--- src/rtl/wb_cmd_master_if.sv ---
`default_nettype none
// ============================================================================
// Module   : wb_cmd_master_if
// Brief    : Command/response stream plus classic Wishbone master bus bundle.
// Revision : 1.0
// ============================================================================
interface wb_cmd_master_if;
    logic        cmd_valid;
    logic        cmd_ready;
    logic        cmd_we;
    logic [3:0]  cmd_sel;
    logic [31:0] cmd_adr;
    logic [31:0] cmd_dat;

    logic        rsp_valid;
    logic        rsp_ready;
    logic [31:0] rsp_dat;
    logic        rsp_err;

    logic        wbm_cyc_o;
    logic        wbm_stb_o;
    logic        wbm_we_o;
    logic [3:0]  wbm_sel_o;
    logic [31:0] wbm_adr_o;
    logic [31:0] wbm_dat_o;
    logic        wbm_ack_i;
    logic [31:0] wbm_dat_i;

    modport master (
        input  cmd_valid, cmd_we, cmd_sel, cmd_adr, cmd_dat,
        output cmd_ready,
        output rsp_valid, rsp_dat, rsp_err,
        input  rsp_ready,
        output wbm_cyc_o, wbm_stb_o, wbm_we_o, wbm_sel_o, wbm_adr_o, wbm_dat_o,
        input  wbm_ack_i, wbm_dat_i
    );

    modport slave (
        output cmd_valid, cmd_we, cmd_sel, cmd_adr, cmd_dat,
        input  cmd_ready,
        input  rsp_valid, rsp_dat, rsp_err,
        output rsp_ready,
        input  wbm_cyc_o, wbm_stb_o, wbm_we_o, wbm_sel_o, wbm_adr_o, wbm_dat_o,
        output wbm_ack_i, wbm_dat_i
    );
endinterface
`default_nettype wire

--- src/rtl/wb_cmd_master.sv ---
`default_nettype none
// ============================================================================
// Module   : wb_cmd_master
// Brief    : Turns a command stream into single classic Wishbone cycles, one
//            response per command, with ack timeout and saturating error count.
// Revision : 1.0
// ============================================================================
module wb_cmd_master #(
    parameter int TIMEOUT_CYCLES = 16,
    parameter int ERR_CNT_W      = 16
) (
    input  wire                  wb_clk_i,
    input  wire                  wb_rst_i,
    wb_cmd_master_if.master      bus,
    output logic [ERR_CNT_W-1:0] err_count
);

    localparam logic [1:0]  c_IDLE     = 2'd0;
    localparam logic [1:0]  c_BUS      = 2'd1;
    localparam logic [1:0]  c_RESP     = 2'd2;
    localparam logic [15:0] c_TMR_LAST = 16'(TIMEOUT_CYCLES - 1);
    localparam logic [ERR_CNT_W-1:0] c_ERR_ONE = {{(ERR_CNT_W-1){1'b0}}, 1'b1};

    logic [1:0]           state_q, state_d;
    logic [15:0]          tmr_q, tmr_d;
    logic                 cyc_q, cyc_d;
    logic                 we_q, we_d;
    logic [3:0]           sel_q, sel_d;
    logic [31:0]          adr_q, adr_d;
    logic [31:0]          dat_q, dat_d;
    logic                 rsp_valid_q, rsp_valid_d;
    logic [31:0]          rsp_dat_q, rsp_dat_d;
    logic                 rsp_err_q, rsp_err_d;
    logic [ERR_CNT_W-1:0] err_q, err_d;

    logic w_accept;
    logic w_timeout;

    // A registered-ack slave may still hold ack for a cycle after cyc drops;
    // refusing commands while it is high keeps that stale ack from closing
    // the next cycle.
    always_comb begin
        bus.cmd_ready = (state_q == c_IDLE) & ~bus.wbm_ack_i & ~wb_rst_i;
    end

    assign w_accept  = bus.cmd_valid & bus.cmd_ready;
    assign w_timeout = ~bus.wbm_ack_i & (tmr_q == c_TMR_LAST);

    always_ff @(posedge wb_clk_i or posedge wb_rst_i) begin
        if (wb_rst_i) begin
            state_q <= c_IDLE;
        end else begin
            state_q <= state_d;
        end
    end

    always_comb begin
        state_d = state_q;
        case (state_q)
            c_IDLE:  if (w_accept) state_d = c_BUS;
            c_BUS:   if (bus.wbm_ack_i || w_timeout) state_d = c_RESP;
            c_RESP:  if (bus.rsp_ready) state_d = c_IDLE;
            default: state_d = c_IDLE;
        endcase
    end

    always_comb begin
        tmr_d       = tmr_q;
        cyc_d       = cyc_q;
        we_d        = we_q;
        sel_d       = sel_q;
        adr_d       = adr_q;
        dat_d       = dat_q;
        rsp_valid_d = rsp_valid_q;
        rsp_dat_d   = rsp_dat_q;
        rsp_err_d   = rsp_err_q;
        err_d       = err_q;
        case (state_q)
            c_IDLE: begin
                if (w_accept) begin
                    we_d  = bus.cmd_we;
                    sel_d = bus.cmd_sel;
                    adr_d = bus.cmd_adr;
                    dat_d = bus.cmd_dat;
                    cyc_d = 1'b1;
                    tmr_d = 16'd0;
                end
            end
            c_BUS: begin
                if (bus.wbm_ack_i) begin
                    cyc_d       = 1'b0;
                    rsp_dat_d   = we_q ? 32'd0 : bus.wbm_dat_i;
                    rsp_err_d   = 1'b0;
                    rsp_valid_d = 1'b1;
                end else if (w_timeout) begin
                    cyc_d       = 1'b0;
                    rsp_dat_d   = 32'd0;
                    rsp_err_d   = 1'b1;
                    rsp_valid_d = 1'b1;
                    if (~&err_q) begin
                        err_d = err_q + c_ERR_ONE;
                    end
                end else begin
                    tmr_d = tmr_q + 16'd1;
                end
            end
            c_RESP: begin
                if (bus.rsp_ready) begin
                    rsp_valid_d = 1'b0;
                end
            end
            default: begin
                cyc_d       = 1'b0;
                rsp_valid_d = 1'b0;
            end
        endcase
    end

    always_ff @(posedge wb_clk_i or posedge wb_rst_i) begin
        if (wb_rst_i) begin
            tmr_q       <= 16'd0;
            cyc_q       <= 1'b0;
            we_q        <= 1'b0;
            sel_q       <= 4'd0;
            adr_q       <= 32'd0;
            dat_q       <= 32'd0;
            rsp_valid_q <= 1'b0;
            rsp_dat_q   <= 32'd0;
            rsp_err_q   <= 1'b0;
            err_q       <= '0;
        end else begin
            tmr_q       <= tmr_d;
            cyc_q       <= cyc_d;
            we_q        <= we_d;
            sel_q       <= sel_d;
            adr_q       <= adr_d;
            dat_q       <= dat_d;
            rsp_valid_q <= rsp_valid_d;
            rsp_dat_q   <= rsp_dat_d;
            rsp_err_q   <= rsp_err_d;
            err_q       <= err_d;
        end
    end

    assign bus.wbm_cyc_o = cyc_q;
    assign bus.wbm_stb_o = cyc_q;
    assign bus.wbm_we_o  = we_q;
    assign bus.wbm_sel_o = sel_q;
    assign bus.wbm_adr_o = adr_q;
    assign bus.wbm_dat_o = dat_q;
    assign bus.rsp_valid = rsp_valid_q;
    assign bus.rsp_dat   = rsp_dat_q;
    assign bus.rsp_err   = rsp_err_q;
    assign err_count     = err_q;

endmodule
`default_nettype wire
--- src/flat_wrapper.sv ---
// flat-port wrapper written by rule: the top's interface ports become plain ports
module wb_cmd_master_flat 
#(
    parameter int TIMEOUT_CYCLES = 16,
    parameter int ERR_CNT_W      = 16
)
  (wb_clk_i, wb_rst_i, err_count, bus_cmd_valid, bus_cmd_we, bus_cmd_sel, bus_cmd_adr, bus_cmd_dat, bus_cmd_ready, bus_rsp_valid, bus_rsp_dat, bus_rsp_err, bus_rsp_ready, bus_wbm_cyc_o, bus_wbm_stb_o, bus_wbm_we_o, bus_wbm_sel_o, bus_wbm_adr_o, bus_wbm_dat_o, bus_wbm_ack_i, bus_wbm_dat_i);
  wb_cmd_master_if bus_i ();
  input  wire wb_clk_i;
  input  wire wb_rst_i;
  output logic [ERR_CNT_W-1:0] err_count;
  input wire logic [$bits(bus_i.cmd_valid)-1:0] bus_cmd_valid;
  input wire logic [$bits(bus_i.cmd_we)-1:0] bus_cmd_we;
  input wire logic [$bits(bus_i.cmd_sel)-1:0] bus_cmd_sel;
  input wire logic [$bits(bus_i.cmd_adr)-1:0] bus_cmd_adr;
  input wire logic [$bits(bus_i.cmd_dat)-1:0] bus_cmd_dat;
  output wire logic [$bits(bus_i.cmd_ready)-1:0] bus_cmd_ready;
  output wire logic [$bits(bus_i.rsp_valid)-1:0] bus_rsp_valid;
  output wire logic [$bits(bus_i.rsp_dat)-1:0] bus_rsp_dat;
  output wire logic [$bits(bus_i.rsp_err)-1:0] bus_rsp_err;
  input wire logic [$bits(bus_i.rsp_ready)-1:0] bus_rsp_ready;
  output wire logic [$bits(bus_i.wbm_cyc_o)-1:0] bus_wbm_cyc_o;
  output wire logic [$bits(bus_i.wbm_stb_o)-1:0] bus_wbm_stb_o;
  output wire logic [$bits(bus_i.wbm_we_o)-1:0] bus_wbm_we_o;
  output wire logic [$bits(bus_i.wbm_sel_o)-1:0] bus_wbm_sel_o;
  output wire logic [$bits(bus_i.wbm_adr_o)-1:0] bus_wbm_adr_o;
  output wire logic [$bits(bus_i.wbm_dat_o)-1:0] bus_wbm_dat_o;
  input wire logic [$bits(bus_i.wbm_ack_i)-1:0] bus_wbm_ack_i;
  input wire logic [$bits(bus_i.wbm_dat_i)-1:0] bus_wbm_dat_i;
  assign bus_i.cmd_valid = bus_cmd_valid;
  assign bus_i.cmd_we = bus_cmd_we;
  assign bus_i.cmd_sel = bus_cmd_sel;
  assign bus_i.cmd_adr = bus_cmd_adr;
  assign bus_i.cmd_dat = bus_cmd_dat;
  assign bus_cmd_ready = bus_i.cmd_ready;
  assign bus_rsp_valid = bus_i.rsp_valid;
  assign bus_rsp_dat = bus_i.rsp_dat;
  assign bus_rsp_err = bus_i.rsp_err;
  assign bus_i.rsp_ready = bus_rsp_ready;
  assign bus_wbm_cyc_o = bus_i.wbm_cyc_o;
  assign bus_wbm_stb_o = bus_i.wbm_stb_o;
  assign bus_wbm_we_o = bus_i.wbm_we_o;
  assign bus_wbm_sel_o = bus_i.wbm_sel_o;
  assign bus_wbm_adr_o = bus_i.wbm_adr_o;
  assign bus_wbm_dat_o = bus_i.wbm_dat_o;
  assign bus_i.wbm_ack_i = bus_wbm_ack_i;
  assign bus_i.wbm_dat_i = bus_wbm_dat_i;
  wb_cmd_master #(.TIMEOUT_CYCLES(TIMEOUT_CYCLES), .ERR_CNT_W(ERR_CNT_W)) u_core (.wb_clk_i(wb_clk_i), .wb_rst_i(wb_rst_i), .bus(bus_i), .err_count(err_count));
endmodule
--- config.mk ---
export PLATFORM = sky130hd
export DESIGN_NAME = wb_cmd_master_flat
export DESIGN_NICKNAME = d
export VERILOG_FILES = /design/src/rtl/wb_cmd_master_if.sv /design/src/rtl/wb_cmd_master.sv /design/src/flat_wrapper.sv
export SDC_FILE = /design/constraint.sdc
export NUM_CORES = 1
export LEC_CHECK = 0
export ABC_AREA = 1
export ABC_CLOCK_PERIOD_IN_PS = 5800
export CORE_MARGIN = 4
export CORE_UTILIZATION = 44
export CTS_CLUSTER_SIZE = 8
export DETAILED_ROUTE_END_ITERATION = 6
export PLACE_DENSITY = 0.8
export SLEW_MARGIN = 40
export SYNTH_ARGS = -nofsm -noshare
export SYNTH_HDL_FRONTEND = slang
export SYNTH_SLANG_ARGS = --single-unit
--- constraint.sdc ---
create_clock -name wb_clk_i -period 5.8 [get_ports wb_clk_i]
set_input_delay 1.16 -clock wb_clk_i [delete_from_list [all_inputs] [get_ports wb_clk_i]]
set_output_delay 1.16 -clock wb_clk_i [all_outputs]
set_load 0.005 [all_outputs]
==> impl_metrics.csv <==
group,metric,value,unit
cts,clock-sinks,138,
drt,drc,0,
global_routing,track_usage,21.5,%
sta,min_period_over_period,61.6,%
drt,first_pass_iters,6,
job,maxCapViolations,0,
placed_design,dp_hpwl,11800,um
cts,cts_tree,"done",
sta,finalSetupViolCount,0,
cts,cts_inserted_buffers,17,
synthesis,synth.yosys.seq_area_share,57.1,%
pwr,clkPwrFrac,31.8,%
floorplanning,die_w,125,um
finish,nFillCells,1017,
critical_path,reg2reg_from,"u_core.tmr_q[0]",
drt,routedWlPerCell,16.2,um
critical_path,critical_path_class,"in2out",
pwr,vdd_ir_drop_max,0.213,mV
synthesis,synthCells,602,
cts,postCtsHoldBufs,0,
min_path,holdPathStages,2,
global_routing,grt_overflow_total,0,
cts,cts-resized-gates,0,
global_routing,grt_pass1_vias,5410,
synthesis,synthMuxAreaShare,12.7,%
sta,layout_min_cycle_time,3.57,ns
synthesis,synth_simple_gate_area_share,22.3,%
synthesis,syn_nets,710,
finish,drive_above_1_share,13.5,%
finish,mostFrequentLayoutCells,"227 x clkdlybuf4s50_1, 197 x nand2_1, 138 x dfrtp_1, 61 x mux2_2, 53 x nand3_1",
global_routing,grt_max_degree,74,
sta,worstMarginPinSlew,0.771,ns
finish,n_antenna_cell,0,
critical_path,timing.reg2reg.setup_slack,3.59,ns
cts,cts.root.buffer_cell,"clkbuf_16",
critical_path,max_stage_delay,0.53,ns
cts,htree_num_levels,4,
floorplanning,num_io_pins,228,
pwr,internal_power,2.54,mW
sta,clock_skew,0.00875,ns
placed_design,io_buffers,227,
drt,ant_nets,0,
critical_path,arrival,2.41,ns
status,outcome,"finished, final reports clean",
pwr,powerDensity,377,nW/um^2
finish,post-route-util,67.9,%
drt,wirelength,16500,um
sta,hold_viol_final,0,
min_path,min_path_type,"reg2reg",
finish,area_delta_synth_final,49.8,%
global_routing,antenna_found_initial,0,
synthesis,ys_ff_latch,138,
critical_path,crit_path_frequent_cell,"clkdlybuf4s50_1",
critical_path,crit_buf_inv,2,
floorplanning,die_h,125,um
cts,post_cts_buffers,0,
critical_path,crit_fanout,4,
floorplanning,dieArea,15700,um^2
critical_path,slowest_stage,"clkdlybuf4s50_1",
drt,num_vias,5039,
drt,drtIter0Drc,321,
finish,layout.nets,938,
critical_path,critical-path-top-delay-family,"buffers and inverters",
floorplanning,initial_core_util,45.3,%
critical_path,r2r_cells,8,
sta,slew_violations,0,
floorplanning,core-area,13300,um^2
synthesis,yosysWarnings,0,
critical_path,cp.required,4.64,ns
synthesis,syn_avg_cell_area,10.0,um^2
floorplanning,row_count,42,
sta,rsz0062_at_grt,"no",
critical_path,rr_endpoint,"u_core.bus.rsp_dat[4]",
synthesis,syn_area,6050,um^2
synthesis,synth_top_family_by_area,"simple AND/OR/NAND/NOR gates",
pwr,sequentialPowerShare,39.7,%
critical_path,end_kind,"output pin",
min_path,whs_endpoint,"u_core.bus.rsp_err",
critical_path,crit_path_start_kind,"primary input",
synthesis,synth_xor_area_share,2.46,%
sta,tns,0,ns
finish,final_common_cell,"clkdlybuf4s50_1",
pwr,p_sw_share,25.7,%
pwr,total_power,3.42,mW
synthesis,synth_compound_gate_area_share,1.32,%
drt,vias_per_cell,4.95,
critical_path,path_cells,"clkdlybuf4s50_1 -> nor3_1 -> clkdlybuf4s50_1",
pwr,pwr-share-comb,28.4,%
min_path,hp-start,"u_core.bus.rsp_err",
cts,clk_pin_slew,0.06,ns
pwr,p_sw,0.879,mW
sta,max_freq,280,MHz
pwr,power_leakage,4.08,nW
sta,max_slew_margin,48.5,%
synthesis,synthDistinctLibCells,29,
global_routing,grt_pass1_wl,27100,um
placed_design,gp_congestion,0.894,
cts,cts_buffer_depth,2,
synthesis,synth_fa_ha_area_share,0.414,%
cts,clk_latency,0.42,ns
## metal layers
metal	wire, um	vias up	global-route usage [%]
met4	382	0	7.33
li1	-	2408	-
met2	8400	203	36.8
met3	1380	28	8.06
met1	6380	2400	24.9
met5	0	-	0
## sequential cells by signal, indices dropped and copies added (netlist names)
name / cells
u_core.tmr_q: 16
u_core.bus.wbm_dat_o: 32
u_core.state_q: 2
u_core.err_count: 16
u_core.bus.rsp_valid: 1
u_core.bus.wbm_sel_o: 4
u_core.bus.wbm_cyc_o: 1
u_core.bus.rsp_err: 1
u_core.bus.wbm_adr_o: 32
u_core.bus.rsp_dat: 32
u_core.bus.wbm_we_o: 1
## power groups by stage
| stage | registers, mW | clock network (mW) | logic, mW |
|---|---|---|---|
| 6_report | 1.36 | 1.09 | 0.972 |
| 3_3_place_gp | 1.35 | 0 | 0.959 |
| 3_5_place_dp | 1.37 | 0 | 0.979 |
| 5_1_grt | 1.39 | 1.14 | 1.05 |
| 2_1_floorplan | 1.37 | 0 | 0.298 |
| 4_1_cts | 1.36 | 1.10 | 0.989 |
## logic make-up (layout without fill, tap and decap cells)
logic type                 after synthesis  after routing
AOI/OAI and AO/OA                       15             15
xor gates and xnor gates                17             17
adders and majority gates                2              2
buffers and inverters                   50            291
DFF                                    138            138
muxes                                   68             68
and+or+nand+nor                        312            312
## metrics by stage
step                hold slack, ns  cells  worst slack [ns]  instance area (um^2)
CTS                          0.471   1018              2.11                  9040
global placement             0.454    986              1.78                  8450
detailed placement           0.457    986              1.68                  8450
global route                 0.488   1019              2.16                  9060
finish                       0.468   1019              2.23                  9060
floorplan                    0.464    602             0.599                  6050
## Yosys cell counts
| master | count | area, um^2 |
|---|---|---|
| a21oi_1 | 1 | 5.00 |
| buf_2 | 14 | 70.1 |
| buf_4 | 2 | 15.0 |
| buf_6 | 2 | 22.5 |
| clkbuf_1 | 3 | 11.3 |
| clkinv_1 | 1 | 3.75 |
| dfrtp_1 | 138 | 3450 |
| ha_1 | 2 | 25.0 |
| inv_1 | 24 | 90.1 |
| inv_2 | 4 | 15.0 |
| mux2_1 | 7 | 78.8 |
| mux2_2 | 61 | 687 |
| nand2_1 | 197 | 739 |
| nand2_2 | 3 | 18.8 |
| nand2_4 | 1 | 11.3 |
| nand3_1 | 53 | 265 |
| nand3_2 | 3 | 30.0 |
| nand4_1 | 6 | 37.5 |
| nand4_4 | 1 | 21.3 |
| nor2_1 | 37 | 139 |
| nor2_2 | 4 | 25.0 |
| nor2_4 | 4 | 45.0 |
| nor3_1 | 2 | 10.0 |
| o21ai_0 | 11 | 55.1 |
| o21ai_1 | 1 | 5.00 |
| o21bai_1 | 2 | 15.0 |
| or2_2 | 1 | 6.26 |
| xnor2_1 | 9 | 78.8 |
| xor2_1 | 8 | 70.1 |
## how the worst max path moves through the flow
stage	startpoint	endpoint	cells after the start
final	bus_wbm_ack_i	bus_cmd_ready	3
after floorplan	wb_rst_i	u_core.bus.wbm_dat_o[20]	4
after global placement	wb_rst_i	u_core.bus.wbm_adr_o[2]	5
after detailed placement	wb_rst_i	u_core.bus.wbm_adr_o[2]	5
after CTS	wb_rst_i	u_core.bus.wbm_adr_o[2]	5
after global routing	bus_wbm_ack_i	bus_cmd_ready	3
## layout make-up
type | count | area [um^2] | share of cell area [%]
clock buffer | 25 | 475 | 5.24
clock inverter | 7 | 115 | 1.27
inverter | 29 | 114 | 1.26
multi-input combinational | 414 | 2380 | 26.2
sequential | 138 | 3450 | 38.1
tap | 176 | 220 | 2.43
timing repair buffer | 230 | 2310 | 25.5
## tightest hold or removal path, delay by kind of cell (launching register included)
kind / cells / cell delay, ns
AND/OR/NAND/NOR: 2 / 0.10
flip-flops: 1 / 0.34
Note: power is estimated with default switching activity, not from simulation.
